==> src/rtl/vadd_pkg.sv <==
// Shared definitions for the vadd sum-reduction block: FSM state encoding,
// start hold-off length and the width of a per-unit sum.
package vadd_pkg;

    typedef enum logic [2:0] {
        ST_IDLE  = 3'd0,
        ST_HOLD  = 3'd1,
        ST_WAIT  = 3'd2,
        ST_ACCUM = 3'd3,
        ST_DONE  = 3'd4
    } state_t;

    // Cycles spent ignoring unit valids after a start; covers the units'
    // 2-cycle start pipeline so stale valids from the previous run are masked.
    localparam int START_HOLDOFF = 4;

    // Width of one unit sum and of the reduced result.
    localparam int SUM_W = 64;

endpackage

==> src/rtl/vadd_sum_reduce.sv <==
// Serial reduction of NUM_UNITS per-unit vadd sums into one 64-bit total.
// After a start, waits out a short hold-off, then waits for every unit to
// report valid (or for an optional timeout), then adds one unit per cycle
// into a 65-bit accumulator whose carry is folded into a sticky overflow.
module vadd_sum_reduce
    import vadd_pkg::*;
#(
    parameter int NUM_UNITS = 8,
    parameter int TMO_W     = 20
) (
    input  logic                       clk,
    input  logic                       reset,
    input  logic                       start,
    input  logic [NUM_UNITS*64-1:0]    unit_sum,
    input  logic [NUM_UNITS-1:0]       unit_sum_vld,
    input  logic [NUM_UNITS-1:0]       unit_sum_ovrflw,
    input  logic [NUM_UNITS-1:0]       unit_res_ovrflw,
    input  logic [TMO_W-1:0]           csr_timeout,
    output logic [63:0]                total_sum,
    output logic                       total_vld,
    output logic                       total_ovrflw,
    output logic                       res_ovrflw_any,
    output logic                       timeout_err,
    output logic                       busy
);

    localparam int                   IDX_W    = (NUM_UNITS > 1) ? $clog2(NUM_UNITS) : 1;
    localparam logic [IDX_W-1:0]     IDX_LAST = IDX_W'(NUM_UNITS - 1);
    localparam logic [NUM_UNITS-1:0] ALL_VLD  = '1;
    localparam logic [2:0]           HOLD_LAST = 3'(START_HOLDOFF - 1);

    state_t                 state;
    state_t                 state_nxt;

    logic [SUM_W:0]         acc;
    logic [IDX_W-1:0]       idx;
    logic [2:0]             hold_cnt;
    logic [TMO_W-1:0]       wait_cnt;
    logic [NUM_UNITS-1:0]   mask;
    logic                   done_vld;
    logic                   sum_ovf;
    logic                   res_ovf;
    logic                   tmo_err;

    logic                   all_vld;
    logic [TMO_W-1:0]       wait_cnt_inc;
    logic                   tmo_hit;
    logic                   hold_last;
    logic                   idx_last;
    logic [SUM_W-1:0]       sel_sum;
    logic                   sel_ovf;
    logic                   sel_mask;
    logic [SUM_W:0]         acc_sum;

    assign all_vld      = (unit_sum_vld == ALL_VLD);
    assign wait_cnt_inc = wait_cnt + 1'b1;
    // Fires on the WAIT cycle whose count of elapsed WAIT cycles reaches the limit.
    assign tmo_hit      = (csr_timeout != '0) && (wait_cnt_inc == csr_timeout);
    assign hold_last    = (hold_cnt == HOLD_LAST);
    assign idx_last     = (idx == IDX_LAST);

    // Select the unit currently addressed by idx, together with its latched mask bit.
    always_comb begin
        sel_sum  = '0;
        sel_ovf  = 1'b0;
        sel_mask = 1'b0;
        for (int i = 0; i < NUM_UNITS; i++) begin
            if (idx == IDX_W'(i)) begin
                sel_sum  = unit_sum[64*i +: 64];
                sel_ovf  = unit_sum_ovrflw[i];
                sel_mask = mask[i];
            end
        end
    end

    // Serial adder: masked-out units contribute zero; bit 64 is the carry out.
    assign acc_sum = acc + {1'b0, (sel_mask ? sel_sum : {SUM_W{1'b0}})};

    // State register.
    always_ff @(posedge clk or posedge reset) begin
        if (reset) begin
            state <= ST_IDLE;
        end else begin
            state <= state_nxt;
        end
    end

    // Next-state logic; start restarts from any state, including mid-run aborts.
    always_comb begin
        state_nxt = state;
        if (start) begin
            state_nxt = ST_HOLD;
        end else begin
            case (state)
                ST_IDLE:  state_nxt = ST_IDLE;
                ST_HOLD:  if (hold_last) state_nxt = ST_WAIT;
                ST_WAIT:  if (all_vld || tmo_hit) state_nxt = ST_ACCUM;
                ST_ACCUM: if (idx_last) state_nxt = ST_DONE;
                ST_DONE:  state_nxt = ST_DONE;
                default:  state_nxt = ST_IDLE;
            endcase
        end
    end

    // Datapath, counters and sticky flags.
    always_ff @(posedge clk or posedge reset) begin
        if (reset) begin
            acc      <= '0;
            idx      <= '0;
            hold_cnt <= '0;
            wait_cnt <= '0;
            mask     <= '0;
            done_vld <= 1'b0;
            sum_ovf  <= 1'b0;
            res_ovf  <= 1'b0;
            tmo_err  <= 1'b0;
        end else if (start) begin
            acc      <= '0;
            idx      <= '0;
            hold_cnt <= '0;
            wait_cnt <= '0;
            mask     <= '0;
            done_vld <= 1'b0;
            sum_ovf  <= 1'b0;
            res_ovf  <= 1'b0;
            tmo_err  <= 1'b0;
        end else begin
            case (state)
                ST_HOLD: begin
                    hold_cnt <= hold_cnt + 3'd1;
                    if (|unit_res_ovrflw) res_ovf <= 1'b1;
                end
                ST_WAIT: begin
                    wait_cnt <= wait_cnt_inc;
                    if (|unit_res_ovrflw) res_ovf <= 1'b1;
                    if (all_vld) begin
                        mask <= ALL_VLD;
                        idx  <= '0;
                    end else if (tmo_hit) begin
                        mask    <= unit_sum_vld;
                        idx     <= '0;
                        tmo_err <= 1'b1;
                    end
                end
                ST_ACCUM: begin
                    if (|unit_res_ovrflw) res_ovf <= 1'b1;
                    // Carry is folded into the sticky flag; the sum wraps mod 2^64.
                    acc <= {1'b0, acc_sum[SUM_W-1:0]};
                    if (acc_sum[SUM_W] || (sel_mask && sel_ovf)) sum_ovf <= 1'b1;
                    if (idx_last) begin
                        done_vld <= 1'b1;
                    end else begin
                        idx <= idx + 1'b1;
                    end
                end
                default: begin
                end
            endcase
        end
    end

    // Outputs; the sum is gated so it reads zero until the result is valid.
    always_comb begin
        busy           = (state == ST_HOLD) || (state == ST_WAIT) || (state == ST_ACCUM);
        total_vld      = done_vld;
        total_sum      = done_vld ? acc[SUM_W-1:0] : 64'd0;
        total_ovrflw   = sum_ovf;
        res_ovrflw_any = res_ovf;
        timeout_err    = tmo_err;
    end

endmodule

==> config.mk <==
export PLATFORM = sky130hd
export DESIGN_NAME = vadd_sum_reduce
export DESIGN_NICKNAME = d
export VERILOG_FILES = /design/src/rtl/vadd_pkg.sv /design/src/rtl/vadd_sum_reduce.sv
export SDC_FILE = /design/constraint.sdc
export NUM_CORES = 1
export LEC_CHECK = 0
export ABC_AREA = 1
export CELL_PAD_IN_SITES_DETAIL_PLACEMENT = 0
export CELL_PAD_IN_SITES_GLOBAL_PLACEMENT = 1
export CORE_MARGIN = 8
export CORE_UTILIZATION = 26
export CTS_BUF_LIST = sky130_fd_sc_hd__clkbuf_16
export DETAILED_ROUTE_END_ITERATION = 16
export GPL_ROUTABILITY_DRIVEN = 0
export PLACE_DENSITY = 0.88
export SYNTH_ARGS = -nofsm -noshare
export SYNTH_HDL_FRONTEND = slang
export SYNTH_SLANG_ARGS = --single-unit
==> constraint.sdc <==
create_clock -name clk -period 3.5 [get_ports clk]
set_clock_uncertainty 0.2 [all_clocks]
set_input_delay 0.7 -clock clk [delete_from_list [all_inputs] [get_ports clk]]
set_output_delay 0.7 -clock clk [all_outputs]
set_load 0.05 [all_outputs]
==> results of run 1 <==
cells by family after synthesis:
| group | Yosys count | share of synthesized area [%] |
|---|---|---|
| simple gates | 1420 | 40.98 |
| compound gates | 584 | 23.60 |
| buf+inv | 360 | 9.540 |
| flops | 105 | 18.10 |
| fa+ha+maj | 74 | 6.429 |
| xor+xnor | 20 | 1.353 |
metal layers:
metal | up-vias | GRT usage (%) | routed length, µm
li1 | 10650 | - | -
met1 | 10730 | 35.70 | 39540
met2 | 1275 | 46.14 | 47180
met3 | 320 | 6.703 | 10290
met4 | 10 | 13.09 | 5630
met5 | - | 0 | 70
critical path: cells and delay by family, from the launching register on:
kind / cells / cell delay [ps]
AOI/OAI and AO/OA: 7 / 800
adders and majority gates: 2 / 380
buffers and inverters: 9 / 1010
DFF: 1 / 420
and+or+nand+nor: 13 / 1530
per-stage QoR:
stage | worst slack [ps] | hold WS [ps]
global placement | -1123 | 251.6
floorplan | -90.15 | 234.5
CTS | -794.9 | 276.7
finish | -927.9 | 278.9
detailed placement | -1123 | 254.9
global route | -1155 | 311.0
state kept, by name, summed over array words and instances, names as in the netlist:
name,flops
acc,64
wait_cnt,20
mask,8
hold_cnt,3
idx,3
state,3
res_ovrflw_any,1
timeout_err,1
total_ovrflw,1
total_vld,1
power breakdown:
part	switching, µW	internal, µW
registers	93.5	1290
logic	2700	2400
clock network	598	499
total	3400	4200
Yosys cell counts, types with 12 or more instances:
library cell  instances
buf_1                26
buf_2                26
a31oi_1              16
dfrtp_1             105
a21o_1               20
o22ai_1              12
ha_1                 73
nand3_1             341
a21oi_1             116
o21ai_0             216
clkbuf_1             86
inv_1               218
nand2_1             753
nor2_1              257
nor4_1               14
o21ai_1              41
o211ai_1            132
cell type report:
class                   instances  area [µm²]
diodes                         26       65.06
clock buffers                   9       225.2
clock inverters                 7       60.06
fillers                      5154       26020
inverters                     222       850.8
multi-input cells            2098       13660
flip-flops and latches        105        2629
well taps                     748       935.9
repair buffers               1098       10750
repair_timing:
| item | in CTS | in global routing |
|---|---|---|
| pin swaps | 127 | 147 |
| cloned | 8 | 3 |
| endpoints found under the setup margin | 62 | 63 |
| setup buffers | 58 | 34 |
| resized for setup | 496 | 447 |
worst paths after layout:
| path | start | to | slack (ps) | cells after the start |
|---|---|---|---|---|
| setup / recovery | idx[0] | acc[42] | -930 | 31 |
| max in group asynchronous | reset | acc[55] | 1880 | 3 |
| min in group asynchronous | reset | wait_cnt[17] | 530 | 2 |
| hold reg to reg | mask[7] | mask[7] | 280 | 2 |
| setup reg to reg | idx[0] | acc[42] | -930 | 31 |
| hold / removal | mask[7] | mask[7] | 280 | 2 |
==> metrics, run 1 <==
Max Cap Violations 0; P&R area growth vs syn 101.0%; DRC 0; Design Area, Final 29180 µm²; Initial Util 26.30%; PnR worst setup slack -927.9 ps; PwrDens 260.2 nW/µm²; ys async rst share 100.0%; final core occ 52.86%; largest net degree at the start of global routing 71; initial antenna violation count 36; DIE WIDTH 252.3 µm; syn_area_per_cell 5.665 µm²; Top Ports 628; hold_buf cts 0; synthesized flop and latch total 105; vias in the first global route 21140; Crit Path Category reg -> reg; Post-synth EDFFs 0; failing checks negative setup slack; most frequent cells in the layout nand2_1 (649), clkdlybuf4s50_1 (582), buf_4 (392); Synth top area share 19.47%; DR vias 22980; TritonCTS clock tree done; grt total ovfl 0; clk buf depth 2; Max-Slew Margin vs Limit 59.52%; NumNets Final 4167; commonest non-fill, non-tap cell in the layout nand2_1; Worst setup SP type register; final wirelength 102700 µm; crit path DAT 4490 ps; H-tree depth 3; CTS buffer count 9; Hold Path Class reg -> reg; Power Total 7592 µW; Total GRT Usage 28.53%; share of layout cells above drive strength 1 31.56%; port bufs 627; vias per cell 5.329; CP max FO 6; Final setup viols 62; DP Cell Count 4175; Mapped Area 14520 µm²; peak supply drop 0.2155 mV; worst skew pair latency 380 ps; status finished with violations; final period utilization 126.5%; post-layout min period 4428 ps; die area 63660 µm²; CTS sink cnt 105; Syn Nets 3196; Crit. End Element register; Fin. Hold Viols 0; first-pass GRT wire length 137900 µm; Worst EP required 3560 ps; ys flop type dfrtp_1; Post-DP HPWL 78260 µm; RSZ-0062 raised after global routing yes; FP Rows 86; initial DRC count 2401; cell chosen for the clock root clkbuf_16; Worst-Margin Slew 604.6 ps; Finished Layout Cells 4313; top cells by area, synth nand2_1 (19%), dfrtp_1 (18%), nand3_1 (12%); fmax 0.2258 GHz; DR WL/cell 23.81 µm; Netlist cell types 48; Slew Limit Fails 0; critical path's slowest cell dfrtp_1; Reg clk slew, reported paths 90 ps; Cells after Synth 2563; register area share after synthesis 18.10%; post-route ant nets 0; yosys warns 0; Post-DP Area 24500 µm²; DR pass1 iterations 6; Yosys top cell by area nand2_1; slowest cell delay on critical path 420 ps; Core Region 55200 µm²; die height 252.3 µm; P_leak 0.01331 µW; setup TNS -41430 ps
Power figures use the tool's default switching activity.
==> run 2, diff against run 1 <==
Settings changed: CORE_UTILIZATION 26 to 28, HOLD_SLACK_MARGIN set to 0.08, PLACE_DENSITY 0.88 to 0.9.
Clock period 3.5 ns to 4.55 ns, I/O delays scaled along.
==> run 2 against run 1 <==
The flow now finishes without violations. Cell area decreased by 14%. Die area is 6.7% lower. Register-to-register slack improved by 1000 ps. Sequential power shrank 24%. Maximum frequency is 0.13% lower. Final cell count fell by 5.7%. First-iteration DRC count down 21%. Clock power decreased by 22%. Combinational power down 36%. Setup slack gained 1000 ps. Count of clock-buffer cells in the layout unchanged. Critical path type unchanged. Highest routed layer unchanged.
==> metrics, run 2 (synthesis gave the netlist of run 1 again) <==
critical path's slowest cell dfrtp_2; GR Util met1 37.89%; TritonCTS clock tree done; DRC 0; worst reg-to-reg setup slack 120 ps; crit path DAT 4510 ps; post-layout min period 4433 ps; worst setup path start idx[0]; Regs by FF count acc: 64 flops, wait_cnt: 20 flops, mask: 8 flops; final wirelength 96030 µm; Final setup viols 0; Hold Path Class reg -> reg; Clk pwr share 16.5%; PwrDens 206.7 nW/µm²; Worst EP required 4630 ps; FP Rows 83; sequential group share of total power 20.5%; status finished, final reports clean; Worst R2R Path Depth 30; final period utilization 97.44%; NumNets Final 3989; Slew Limit Fails 0; Reg clk slew, reported paths 100 ps; worst hold start mask[1]; Worst-Margin Slew 862.6 ps; vias in the first global route 20140; first-pass GRT wire length 132200 µm; H-tree depth 3; P&R area growth vs syn 73.09%; clk buf depth 2; Core Region 51300 µm²; Total GRT Usage 29.05%; CTS buffer count 9; hold_buf cts 0; Worst setup SP type register; initial DRC count 1885; CP max FO 9; slowest cell delay on critical path 460 ps; Crit Path Category reg -> reg; setup TNS 0 ps; worst slack, placed -277.3 ps; Fin. Hold Viols 0; DR pass1 iterations 6; CP most frequent cell nand2_1; P_leak 0.01138 µW; number of flip-flops in the largest register 64; fmax 0.2256 GHz; Sw Ratio 45.11%; vias per cell 5.316; share of layout cells above drive strength 1 16.63%; PnR worst setup slack 116.5 ps; Cell Int Power 2850 µW; CTS sink cnt 105; r2r startpoint idx[0]; die height 243.7 µm; DIE WIDTH 243.7 µm; Top Ports 628; met2 Use GR 46.26%; cell chosen for the clock root clkbuf_16; commonest non-fill, non-tap cell in the layout nand2_1; Initial Util 28.30%; RSZ-0062 raised after global routing yes; Largest Register acc; Post-DP Area 23310 µm²; DR WL/cell 23.61 µm; initial antenna violation count 43; r2r endpoint acc[63]; DR vias 21630; Post-DP HPWL 76940 µm; final core occ 48.99%; switching pwr 2343 µW; Global Route met3 Usage 7.035%; Max-Slew Margin vs Limit 42.36%; grt total ovfl 0; WHS Path Cells 2; peak supply drop 0.1907 mV; busiest metal layer after global routing met2; post-route ant nets 0; die area 59400 µm²; port bufs 627; Logic pwr share 63.0%; Hold EP mask[1]; most frequent cells in the layout nand2_1 (722), clkdlybuf4s50_1 (627), nand3_1 (323); Max Cap Violations 0; worst skew pair latency 390 ps; Design Area, Final 25130 µm²; largest net degree at the start of global routing 62; Crit. End Element register
run 2: cell count changes in the layout (fill, tap and decap cells not counted), moves of 41 or more:
cell,before,now
buf_6,65,13
a21oi_1,37,78
nor2_1,156,212
nand2_1,649,722
o21ai_0,50,155
nand3_1,279,323
nand2_2,83,35
buf_4,392,249
clkdlybuf4s50_1,582,627
o21ai_2,76,20
run 2: cell type report:
type | count | area [µm²]
Antenna cell | 27 | 67.56
Multi-Input combinational cell | 2099 | 11510
Fill cell | 5236 | 26170
Clock inverter | 7 | 61.31
Inverter | 222 | 847.1
Timing Repair Buffer | 919 | 8940
Tap cell | 680 | 850.8
Clock buffer | 9 | 225.2
Sequential cell | 105 | 2630
run 2: how the worst max path moves through the flow:
stage | endpoint | slack, ps | depth (start not counted)
2_1_floorplan | acc[0] | 680 | 1
3_3_place_gp | acc[34] | -180 | 24
3_5_place_dp | acc[34] | -280 | 24
4_1_cts | total_ovrflw | 10 | 28
5_1_grt | acc[35] | -90 | 30
6_report | acc[63] | 120 | 30
run 2: layer usage:
metal	vias to the layer above	share of wire [%]
met1	10080	40
li1	10290	-
met2	1060	46
met5	-	0.12
met3	186	10
met4	16	4.1
run 2: critical path, delay by kind of cell (launching register included):
kind / cells / cell delay, ps
simple gates: 16 / 1660
buf+inv: 5 / 590
flops: 1 / 460
compound gates: 7 / 1000
fa+ha+maj: 2 / 380
run 2: per-stage QoR:
step,power [µW],hold slack [ps],instances
6_report,5193,280.3,4068
5_1_grt,5462,298.5,4061
4_1_cts,4849,278.2,4002
3_5_place_dp,4001,254.7,3986
3_3_place_gp,3988,251.0,3986
2_1_floorplan,2474,234.5,2563
run 2: repair_timing:
action	CTS	global route
pin swaps	0	77
gates resized for setup	8	305
setup buffers	0	29
endpoints found under the setup margin	8	47
cloned	0	10
run 2: power groups by stage:
stage               logic, µW  clock network, µW  registers [µW]
floorplan                1400                  0            1070
global route             3510                885            1070
detailed placement       2920                  0            1080
finish                   3270                856            1060
CTS                      2940                854            1060
global placement         2910                  0            1080
==> run 3, diff against run 2 <==
Settings changed: CTS_CLUSTER_SIZE set to 12.
==> results of run 3 <==
No change in the layout: final DEF, timing and power equal those of run 2.
